File: src/rtl/arb_req_pkg.sv
// Shared types and defaults for the requester side of the 2-way fixed-priority arbiter.
package arb_req_pkg;

  localparam int NUM_CH        = 2;
  localparam int DEF_BURST_LEN = 4;
  localparam int DEF_PEND_W    = 4;
  localparam int DEF_TIMEOUT   = 16;

  typedef enum logic [1:0] {
    IDLE = 2'd0,
    REQ  = 2'd1,
    XFER = 2'd2,
    REL  = 2'd3
  } req_state_t;

endpackage

File: src/rtl/arb_req_if.sv
// Requester <-> arbiter/job-source bundle. master = requester, slave = environment.
interface arb_req_if
  import arb_req_pkg::*;
#(
  parameter int PEND_W = DEF_PEND_W
);

  logic [NUM_CH-1:0] job_push;
  logic [NUM_CH-1:0] grant;
  logic [NUM_CH-1:0] request;
  logic [NUM_CH-1:0] beat_valid;
  logic [NUM_CH-1:0] beat_last;
  logic [NUM_CH-1:0] job_done;
  logic [PEND_W-1:0] pending0;
  logic [PEND_W-1:0] pending1;
  logic [NUM_CH-1:0] job_full;
  logic [NUM_CH-1:0] overflow_err;
  logic [NUM_CH-1:0] starve_err;

  modport master (
    input  job_push, grant,
    output request, beat_valid, beat_last, job_done,
           pending0, pending1, job_full, overflow_err, starve_err
  );

  modport slave (
    output job_push, grant,
    input  request, beat_valid, beat_last, job_done,
           pending0, pending1, job_full, overflow_err, starve_err
  );

endinterface

File: src/rtl/arb_req_channel.sv
// One requester channel: job queue counter, request/burst FSM, beat and starvation counters.
module arb_req_channel
  import arb_req_pkg::*;
#(
  parameter int BURST_LEN = DEF_BURST_LEN,
  parameter int PEND_W    = DEF_PEND_W,
  parameter int TIMEOUT   = DEF_TIMEOUT
) (
  input  logic              clk,
  input  logic              rst_n,
  input  logic              i_push,
  input  logic              i_grant,
  output logic              o_request,
  output logic              o_beat_valid,
  output logic              o_beat_last,
  output logic              o_job_done,
  output logic [PEND_W-1:0] o_pending,
  output logic              o_job_full,
  output logic              o_overflow_err,
  output logic              o_starve_err
);

  // The +1 keeps the counters at least one bit wide when BURST_LEN or TIMEOUT is 1.
  localparam int BEAT_W   = $clog2(BURST_LEN) + 1;
  localparam int STARVE_W = $clog2(TIMEOUT) + 1;

  localparam logic [PEND_W-1:0]   PEND_MAX   = '1;
  localparam logic [BEAT_W-1:0]   BEAT_LAST  = BEAT_W'(BURST_LEN - 1);
  localparam logic [STARVE_W-1:0] STARVE_LIM = STARVE_W'(TIMEOUT - 1);

  req_state_t          r_state;
  logic [PEND_W-1:0]   r_pending;
  logic [BEAT_W-1:0]   r_beat_cnt;
  logic [STARVE_W-1:0] r_starve_cnt;
  logic                r_overflow_err;
  logic                r_starve_err;

  logic [PEND_W-1:0]   w_pending_nxt;
  logic                w_overflow;
  logic                w_dec;
  logic                w_beat;
  logic                w_last;

  assign w_dec  = (r_state == REL);
  assign w_beat = (r_state == XFER) && i_grant;
  assign w_last = w_beat && (r_beat_cnt == BEAT_LAST);

  always_comb begin
    // NOTE: every always_comb output gets a default first so no path can infer a latch.
    w_pending_nxt = r_pending;
    w_overflow    = 1'b0;
    case ({i_push, w_dec})
      2'b10: begin
        if (r_pending == PEND_MAX) w_overflow    = 1'b1;
        else                       w_pending_nxt = r_pending + PEND_W'(1);
      end
      2'b01:   w_pending_nxt = r_pending - PEND_W'(1);
      default: w_pending_nxt = r_pending;
    endcase
  end

  // NOTE: state is updated with non-blocking assignments so every register samples pre-edge values.
  always_ff @(posedge clk or negedge rst_n) begin
    if (!rst_n) begin
      r_state        <= IDLE;
      r_pending      <= '0;
      r_beat_cnt     <= '0;
      r_starve_cnt   <= '0;
      r_overflow_err <= 1'b0;
      r_starve_err   <= 1'b0;
    end else begin
      r_pending <= w_pending_nxt;
      if (w_overflow) r_overflow_err <= 1'b1;

      case (r_state)
        IDLE: begin
          if (w_pending_nxt != '0) r_state <= REQ;
        end
        REQ: begin
          if (i_grant) begin
            r_state      <= XFER;
            r_beat_cnt   <= '0;
            r_starve_cnt <= '0;
          end else if (r_starve_cnt == STARVE_LIM) begin
            r_starve_err <= 1'b1;
          end else begin
            r_starve_cnt <= r_starve_cnt + STARVE_W'(1);
          end
        end
        XFER: begin
          // A dropped grant is preemption by the other channel: hold the beat count.
          if (w_last) begin
            r_state    <= REL;
            r_beat_cnt <= '0;
          end else if (w_beat) begin
            r_beat_cnt <= r_beat_cnt + BEAT_W'(1);
          end
        end
        REL: begin
          r_state <= (w_pending_nxt != '0) ? REQ : IDLE;
        end
        default: r_state <= IDLE;
      endcase
    end
  end

  assign o_request      = (r_state == REQ) || (r_state == XFER);
  assign o_beat_valid   = w_beat;
  assign o_beat_last    = w_last;
  assign o_job_done     = w_dec;
  assign o_pending      = r_pending;
  assign o_job_full     = (r_pending == PEND_MAX);
  assign o_overflow_err = r_overflow_err;
  assign o_starve_err   = r_starve_err;

endmodule

File: src/rtl/arb_requester.sv
// Two independent requester channels presented to the arbiter as one bundle.
module arb_requester
  import arb_req_pkg::*;
#(
  parameter int BURST_LEN = DEF_BURST_LEN,
  parameter int PEND_W    = DEF_PEND_W,
  parameter int TIMEOUT   = DEF_TIMEOUT
) (
  input  logic     clk,
  input  logic     rst_n,
  arb_req_if.master bus
);

  logic [NUM_CH-1:0] w_request;
  logic [NUM_CH-1:0] w_beat_valid;
  logic [NUM_CH-1:0] w_beat_last;
  logic [NUM_CH-1:0] w_job_done;
  logic [NUM_CH-1:0] w_job_full;
  logic [NUM_CH-1:0] w_overflow_err;
  logic [NUM_CH-1:0] w_starve_err;
  logic [PEND_W-1:0] w_pending [NUM_CH];

  for (genvar g = 0; g < NUM_CH; g++) begin : g_ch
    arb_req_channel #(
      .BURST_LEN (BURST_LEN),
      .PEND_W    (PEND_W),
      .TIMEOUT   (TIMEOUT)
    ) u_ch (
      .clk            (clk),
      .rst_n          (rst_n),
      .i_push         (bus.job_push[g]),
      .i_grant        (bus.grant[g]),
      .o_request      (w_request[g]),
      .o_beat_valid   (w_beat_valid[g]),
      .o_beat_last    (w_beat_last[g]),
      .o_job_done     (w_job_done[g]),
      .o_pending      (w_pending[g]),
      .o_job_full     (w_job_full[g]),
      .o_overflow_err (w_overflow_err[g]),
      .o_starve_err   (w_starve_err[g])
    );
  end

  assign bus.request      = w_request;
  assign bus.beat_valid   = w_beat_valid;
  assign bus.beat_last    = w_beat_last;
  assign bus.job_done     = w_job_done;
  assign bus.job_full     = w_job_full;
  assign bus.overflow_err = w_overflow_err;
  assign bus.starve_err   = w_starve_err;
  assign bus.pending0     = w_pending[0];
  assign bus.pending1     = w_pending[1];

endmodule
File: src/flat_wrapper.sv
// flat-port wrapper written by rule: the top's interface ports become plain ports
module arb_requester_flat import arb_req_pkg::*;
#(
  parameter int BURST_LEN = DEF_BURST_LEN,
  parameter int PEND_W    = DEF_PEND_W,
  parameter int TIMEOUT   = DEF_TIMEOUT
)
  (clk, rst_n, bus_job_push, bus_grant, bus_request, bus_beat_valid, bus_beat_last, bus_job_done, bus_pending0, bus_pending1, bus_job_full, bus_overflow_err, bus_starve_err);
  arb_req_if #(.PEND_W(PEND_W)) bus_i ();
  input  logic clk;
  input  logic rst_n;
  input wire logic [$bits(bus_i.job_push)-1:0] bus_job_push;
  input wire logic [$bits(bus_i.grant)-1:0] bus_grant;
  output wire logic [$bits(bus_i.request)-1:0] bus_request;
  output wire logic [$bits(bus_i.beat_valid)-1:0] bus_beat_valid;
  output wire logic [$bits(bus_i.beat_last)-1:0] bus_beat_last;
  output wire logic [$bits(bus_i.job_done)-1:0] bus_job_done;
  output wire logic [$bits(bus_i.pending0)-1:0] bus_pending0;
  output wire logic [$bits(bus_i.pending1)-1:0] bus_pending1;
  output wire logic [$bits(bus_i.job_full)-1:0] bus_job_full;
  output wire logic [$bits(bus_i.overflow_err)-1:0] bus_overflow_err;
  output wire logic [$bits(bus_i.starve_err)-1:0] bus_starve_err;
  assign bus_i.job_push = bus_job_push;
  assign bus_i.grant = bus_grant;
  assign bus_request = bus_i.request;
  assign bus_beat_valid = bus_i.beat_valid;
  assign bus_beat_last = bus_i.beat_last;
  assign bus_job_done = bus_i.job_done;
  assign bus_pending0 = bus_i.pending0;
  assign bus_pending1 = bus_i.pending1;
  assign bus_job_full = bus_i.job_full;
  assign bus_overflow_err = bus_i.overflow_err;
  assign bus_starve_err = bus_i.starve_err;
  arb_requester #(.BURST_LEN(BURST_LEN), .PEND_W(PEND_W), .TIMEOUT(TIMEOUT)) u_core (.clk(clk), .rst_n(rst_n), .bus(bus_i));
endmodule
File: config.mk
export PLATFORM = sky130hd
export DESIGN_NAME = arb_requester_flat
export DESIGN_NICKNAME = d
export VERILOG_FILES = /design/src/rtl/arb_req_pkg.sv /design/src/rtl/arb_req_if.sv /design/src/rtl/arb_req_channel.sv /design/src/rtl/arb_requester.sv /design/src/flat_wrapper.sv
export SDC_FILE = /design/constraint.sdc
export NUM_CORES = 1
export LEC_CHECK = 0
export ABC_AREA = 0
export CORE_ASPECT_RATIO = 1.1
export CORE_MARGIN = 1.5
export CORE_UTILIZATION = 39
export DETAILED_ROUTE_END_ITERATION = 12
export GPL_ROUTABILITY_DRIVEN = 0
export GPL_TIMING_DRIVEN = 0
export PLACE_DENSITY = 0.72
export SLEW_MARGIN = 20
export SYNTH_ARGS = -nofsm -noshare
export SYNTH_HDL_FRONTEND = slang
export SYNTH_SLANG_ARGS = --single-unit
File: constraint.sdc
create_clock -name clk -period 2.4 [get_ports clk]
set_clock_uncertainty 0.1 [all_clocks]
set_input_delay 0.36 -clock clk [delete_from_list [all_inputs] [get_ports clk]]
set_output_delay 0.36 -clock clk [all_outputs]
set_load 0.05 [all_outputs]
Yosys cells after proc, flatten, opt, wreduce, memory -nomap -nowiden
Cells that the tools add are included.
{"block": "totals", "output_inout_bits": 22, "elab_cells": 98, "input_bits": 6, "ff_bits": 32}
{"block": "op_classes", "bitwise_logic": 2, "n_eq_ne": 26, "muxes": 30, "add_sub_neg": 8, "reduce_logical": 20}
{"cell": "2-to-1 mux 5 bit", "count": 4}
{"cell": "2-to-1 mux 3 bit", "count": 6}
{"cell": "AND reduction 3 bit", "count": 6}
{"cell": "inequality test 2 bit (second input constant)", "count": 8}
{"cell": "one-hot mux 2 bit (4 select lines)", "count": 2}
{"cell": "one-hot mux 4 bit (2 select lines)", "count": 2}
{"cell": "equality test 2 bit (second input constant)", "count": 6}
{"cell": "2-to-1 mux 2 bit", "count": 6}
{"cell": "one-hot mux 3 bit (2 select lines)", "count": 2}
{"cell": "adder 5 x 1 -> 5 bit (second input constant)", "count": 2}
{"cell": "equality test 5 x 4 -> 1 bit (second input constant)", "count": 2}
{"cell": "adder 4 x 1 -> 4 bit (second input constant)", "count": 2}
{"cell": "equality test 2 x 1 -> 1 bit (second input constant)", "count": 4}
{"cell": "equality test 4 bit (second input constant)", "count": 2}
{"cell": "2-to-1 mux 4 bit", "count": 2}
{"cell": "nonzero test 4 bit", "count": 2}
{"cell": "subtractor 4 x 1 -> 4 bit (second input constant)", "count": 2}
{"cell": "adder 3 x 1 -> 3 bit (second input constant)", "count": 2}
{"cell": "equality test 3 x 2 -> 1 bit (second input constant)", "count": 2}
{"cell": "2-to-1 mux 1 bit", "count": 6}
{"cell": "inequality test 3 bit (second input constant)", "count": 2}
{"cell": "logical AND 1 bit", "count": 4}
{"cell": "zero test 2 bit", "count": 2}
{"cell": "AND reduction 2 bit", "count": 2}
{"cell": "other kinds (3)", "count": 6}

Logic depth before layout (Yosys ltp)
{"block": "depth", "ltp_word": 6, "mapped_depth": 9, "mapped_depth_nobuf": 9}

Cells and area by module
From an unflattened synthesis, not the netlist that was laid out.
{"block": "hier_totals", "hier_cells": 222, "hier_area_um2": 2192.1}
{"mod": "arb_req_channel", "cells_per_inst": 111, "area_per_inst_um2": 1096.1, "seq_area_each_um2": 400.4, "n_inst": 2}

Worst setup path after synthesis
OpenSTA, ideal clock, no wires.
{"block": "synth_path", "path_kind": "flip-flop to flip-flop", "from": "register u_core.g_ch[0].u_ch.r_pending[1]", "to": "register u_core.g_ch[0].u_ch.r_state[0]", "arrival_ns": 2.473, "path_slack_ns": -0.299, "t_required_ns": 2.174, "path_stages_with_launch": 8, "setup_ns": 0.126, "cell_sequence": "dfrtp_1 > ha_1 > a31oi_1 > mux2_4 > a221o_1 > or4_1 > a211oi_2 > a2bb2oi_1"}
{"block": "synth_via", "elab_chain_cells": 6}
{"element": "start, declared", "line_no": "arb_req_channel.sv:32", "source": "logic [PEND_W-1:0] r_pending;"}
{"element": "start signal, assigned", "line_no": "arb_req_channel.sv:72", "source": "r_pending <= w_pending_nxt;"}
{"element": "equality test 4 bit (*)", "line_no": "arb_req_channel.sv:54", "source": "if (r_pending == PEND_MAX) w_overflow = 1'b1;"}
{"element": "2-to-1 mux 4 bit (*)", "line_no": "arb_req_channel.sv:54"}
{"element": "one-hot mux 4 bit (2 select lines) (*)", "line_no": "arb_req_channel.sv:52", "source": "case ({i_push, w_dec})"}
{"element": "via u_core.g_ch[0].u_ch.w_pending_nxt[0]", "line_no": "arb_req_channel.sv:38", "source": "logic [PEND_W-1:0] w_pending_nxt;"}
{"element": "nonzero test 4 bit (*)", "line_no": "arb_req_channel.sv:77, arb_req_channel.sv:100"}
{"element": "2-to-1 mux 1 bit / inequality test 2 bit (equally long branches)"}
{"element": "one-hot mux 2 bit (4 select lines) / AND reduction 3 bit (equally long branches)"}
{"element": "end signal, assigned", "line_no": "arb_req_channel.sv:100", "source": "r_state <= (w_pending_nxt != '0) ? REQ : IDLE;"}
{"element": "end, declared", "line_no": "arb_req_channel.sv:31", "source": "req_state_t r_state;"}
Mark *: on every way through the listed nets, which the timed path passes. The rest lies on a longest branch.
A chain may end at the register's enable or synchronous reset.

Worst setup path after layout
{"block": "layout_path", "from": "input bus_job_push[0]", "to": "register u_core.g_ch[0].u_ch.r_state[1]"}
{"block": "layout_via", "elab_chain_cells": 5}
{"element": "start, declared", "line_no": "flat_wrapper.sv:12", "source": "input wire logic [$bits(bus_i.job_push)-1:0] bus_job_push;"}
{"element": "equality test 2 x 1 -> 1 bit / equality test 2 bit (equally long branches)", "line_no": "arb_req_channel.sv:52"}
{"element": "one-hot mux 4 bit (2 select lines) (*)", "line_no": "arb_req_channel.sv:52"}
{"element": "via u_core.g_ch[0].u_ch.w_pending_nxt[1]", "line_no": "arb_req_channel.sv:38"}
{"element": "nonzero test 4 bit (*)", "line_no": "arb_req_channel.sv:77", "source": "if (w_pending_nxt != '0) r_state <= REQ;"}
{"element": "inequality test 2 bit (no source line) (*)"}
{"element": "AND reduction 3 bit (no source line) (*)"}
Marks and branches as above.

==> results.txt <==
----------------------------------------------------
[Floorplanning]
  Io pins ... 28
  Die outline area ... 0.00614 sq mm
  Height of the die ... 82.0 um
  Width of the die ... 74.8 um
  Core Rows ... 28
  Initial Util ... 40.8%
  Core outline area ... 0.00543 sq mm

[Pwr]
  Net switching component of the power ... 1.83 mW
  Share of total power in the clock network ... 12.9%
  LEAKAGE ... 1.37 nW
  Fraction of power consumed by combinational cells ... 62.5%
  Total chip power ... 3.99 mW
  P per Cell Area ... 1370 mW/mm^2
  VDD IR-drop max ... 1130 uV
  Cell Int Power ... 2.16 mW
  Switch share ... 46.0%
  Share of total power in sequential cells ... 24.6%

[Logic synthesis]
  YS warnings ... 0
  Share of the synthesized area in compound gates (AO/OA/AOI/OAI) ... 19.8%
  Post-synthesis share of cell area spent on and, or, nand and nor gates ... 16.4%
  Number of nets produced by synthesis ... 274
  Sequential area share after synthesis ... 36.2%
  Synth top area share ... 36.2%
  Synthesized flop and latch total ... 32
  Count of mapped cells out of synthesis ... 244
  Dominant combinational cell family by area after synthesis ... compound AO/OA/AOI/OAI gates
  Top cell type by total area after synthesis ... sky130_fd_sc_hd__dfrtp_1
  Adder-cell share of the synthesized area ... 13.6%
  Most instantiated library cell after synthesis ... sky130_fd_sc_hd__dfrtp_1
  Synthesized cell area ... 0.00221 sq mm
  Async set-reset flop share out of synthesis ... 100%
  Unique masters post-synth ... 49
  Multiplexer share of the synthesized area ... 3.05%
  Number of flops mapped to enable cells by yosys ... 0
  Mapped Avg Cell Area ... 9.07 sq um
  Ranking of synthesized cells by area ... sky130_fd_sc_hd__dfrtp_1 36%, sky130_fd_sc_hd__ha_1 14%, sky130_fd_sc_hd__inv_1 5.1%, sky130_fd_sc_hd__buf_4 4.7%, sky130_fd_sc_hd__nor2_1 2.9%
  Top FF cell, synth ... sky130_fd_sc_hd__dfrtp_1
  Post-synthesis xor/xnor area fraction ... 0%
  Synth top cells by count ... 32 x sky130_fd_sc_hd__dfrtp_1, 30 x sky130_fd_sc_hd__inv_1, 24 x sky130_fd_sc_hd__ha_1

[Final layout]
  Antenna Cells ... 0
  Area Growth Syn to Fin ... 31.3%
  Final Util ... 53.5%
  Area used by sequential logic in the layout ... 811 sq um
  Post-Layout Cell Count ... 362
  Total of fill cells in the finished design ... 494
  Post-layout net count ... 316
  Multi-input gate area in the final layout ... 0.00130 sq mm
  Post-route cell area ... 0.00291 sq mm
  Fraction of final layout cells sized beyond drive strength 1 ... 22.3%

[STA]
  RSZ-0062 raised after global routing ... true
  Pins Over Slew Limit ... 0
  Hold Vio Cnt, Final ... 0
  Hold_ws ... 331 ps
  Setup slack of the critical path after layout ... -124 ps
  Final number of setup-violating endpoints ... 2
  Sum of negative setup slack ... -240 ps
  Worst Tran Pin Value ... 499 ps
  Slew HR ... 66.7%
  Fmax ... 396 MHz
  Final worst path period share ... 105%
  Fin crit period ... 2520 ps

[Outcome]
  Run status ... finished with violations
  Failing checks ... negative setup slack

[Placed design]
  Quantity of I/O buffers inserted on ports ... 27
  Post-placement cell count ... 347
  Area after detailed placement ... 0.00264 sq mm
  Placed wire-length estimate after detailed placement ... 3090 um
  Post-placement setup slack ... -503 ps

[Clocking]
  Clock sink total ... 32
  Reg clk slew, reported paths ... 70 ps
  Insertion delay to the later sink of the worst-skew pair ... 280 ps
  CTS root buf ... sky130_fd_sc_hd__clkbuf_8
  CTS tree ... done
  Clock buffers created by TritonCTS ... 5
  CTS H-Tree Depth ... 2
  Bufs on Longest Clock Path ... 2

[Setup path]
  Type of destination of the critical path ... register
  Startpoint type of the worst setup path ... primary input
  Critical path fanouts, max ... 3
  Setup Crit Path Kind ... primary input to register
  Arrival time worst endpoint ... 2580 ps
  Worst path required time ... 2460 ps

[GRT]
  Number of antenna violations at the first check in global routing ... 0
  Global routing usage summed across all routing layers ... 15.9%
  Pin count of the biggest net entering global routing ... 28
  Global-route congestion overflow total ... 0
  Via count of the first global-routing pass ... 1762
  First-pass GRT wire length ... 7670 um

[Detailed routing]
  Total number of vias ... 1822
  Vias per Instance ... 5.03
  Wire length reported by the detailed router ... 4480 um
  1st-pass router iterations ... 4
  DRC violations left ... 0
  Count of antenna-violating nets left after detailed routing ... 0
  Starting DRT DRC Count ... 75
  Wirelength per Cell ... 12.4 um

[Worst hold path]
  Worst min-delay path category ... primary input to asynchronous set/reset pin

[Run]
  Total of max-cap violations ... 0

----------------------------------------------------
## cell usage in the layout (no fill, tap or decap), types with 3 or more instances in the layout
cell type | netlist | final
sky130_fd_sc_hd__o31ai_1 | 4 | 4
sky130_fd_sc_hd__o21ai_0 | 10 | 8
sky130_fd_sc_hd__dlygate4sd2_1 | 0 | 4
sky130_fd_sc_hd__nor2b_1 | 6 | 6
sky130_fd_sc_hd__a22o_1 | 4 | 4
sky130_fd_sc_hd__nor3_1 | 5 | 5
sky130_fd_sc_hd__o22ai_1 | 7 | 7
sky130_fd_sc_hd__inv_1 | 30 | 29
sky130_fd_sc_hd__dfrtp_2 | 0 | 8
sky130_fd_sc_hd__o211ai_1 | 3 | 3
sky130_fd_sc_hd__ha_4 | 0 | 5
sky130_fd_sc_hd__clkdlybuf4s50_1 | 0 | 17
sky130_fd_sc_hd__ha_1 | 24 | 19
sky130_fd_sc_hd__dfrtp_1 | 32 | 24
sky130_fd_sc_hd__clkbuf_8 | 0 | 5
sky130_fd_sc_hd__nand2b_1 | 6 | 6
sky130_fd_sc_hd__nand2_1 | 13 | 13
sky130_fd_sc_hd__clkbuf_1 | 5 | 3
sky130_fd_sc_hd__mux2i_1 | 3 | 3
sky130_fd_sc_hd__and3_1 | 4 | 4
sky130_fd_sc_hd__a21oi_1 | 8 | 8
sky130_fd_sc_hd__buf_4 | 14 | 24
sky130_fd_sc_hd__a21o_1 | 5 | 5
sky130_fd_sc_hd__nand3_1 | 6 | 6
sky130_fd_sc_hd__nor2_1 | 17 | 16
sky130_fd_sc_hd__a221o_1 | 3 | 3
## cell type report
cell class	count	area share [%]
multi-input combinational	162	44.8
sequential	32	27.9
timing repair buffer	36	11.7
buffer	19	4.69
inverter	30	3.88
tap	75	3.23
clock buffer	5	2.37
clock inverter	3	1.46
## final timing paths
kind	cells past startpoint	slack (ps)	from	endpoint
worst max-delay path	9	-120	bus_job_push[0]	u_core.g_ch[0].u_ch.r_state[1]
worst max register to register	8	-120	u_core.g_ch[0].u_ch.r_state[1]	u_core.g_ch[0].u_ch.r_state[1]
worst min-delay path	2	330	rst_n	u_core.g_ch[1].u_ch.r_starve_cnt[0]
max in group asynchronous	3	1470	rst_n	u_core.g_ch[0].u_ch.o_pending[0]
worst min register to register	1	360	u_core.g_ch[0].u_ch.o_overflow_err	u_core.g_ch[0].u_ch.o_overflow_err
min in group clk	1	360	u_core.g_ch[0].u_ch.o_overflow_err	u_core.g_ch[0].u_ch.o_overflow_err
## power groups by stage
stage          combinational (mW)  sequential, mW  clock [mW]
2_1_floorplan                1.54            1.09           0
3_3_place_gp                 2.17           0.948           0
3_5_place_dp                 2.23           0.957           0
4_1_cts                      2.38           0.959       0.534
5_1_grt                      2.73            1.01       0.560
6_report                     2.49           0.980       0.515
## registers in the layout, indices dropped and copies added, names as in the netlist
name	cells
u_core.g_ch.u_ch.o_starve_err	2
u_core.g_ch.u_ch.r_state	4
u_core.g_ch.u_ch.o_overflow_err	2
u_core.g_ch.u_ch.r_beat_cnt	6
u_core.g_ch.u_ch.o_pending	8
u_core.g_ch.u_ch.r_starve_cnt	10
## per-layer routing
layer	vias up	global-route usage (%)	wire length, um
met2	32	27.1	2240
met1	856	20.2	2060
met3	4	3.07	145
met5	-	0	0
met4	0	5.27	33
li1	930	-	-
## critical path, stage by stage
cell,delay (ps)
sky130_fd_sc_hd__clkdlybuf4s50_1,480
sky130_fd_sc_hd__inv_1,70
sky130_fd_sc_hd__ha_4,290
sky130_fd_sc_hd__a31oi_2,50
sky130_fd_sc_hd__a22o_2,230
sky130_fd_sc_hd__a221o_1,340
sky130_fd_sc_hd__nor4_2,310
sky130_fd_sc_hd__nor2_1,130
sky130_fd_sc_hd__mux2_1,320
## cells by family after synthesis
| logic type | count (synthesis) |
|---|---|
| flip-flops | 32 |
| buffers and inverters | 50 |
| AND/OR/NAND/NOR | 70 |
| AO/OA/AOI/OAI | 62 |
| adder cells (fa/ha/maj) | 24 |
| multiplexers | 6 |
## repair_timing
item                                   4_1_cts  5_1_grt
hold buffers                                 1        0
setup endpoints to repair                   12        8
pin swaps                                    5        5
setup buffers                                5        2
resized for setup                           27       13
endpoints found under the hold margin        5        0
Power figures use the tool's default switching activity.
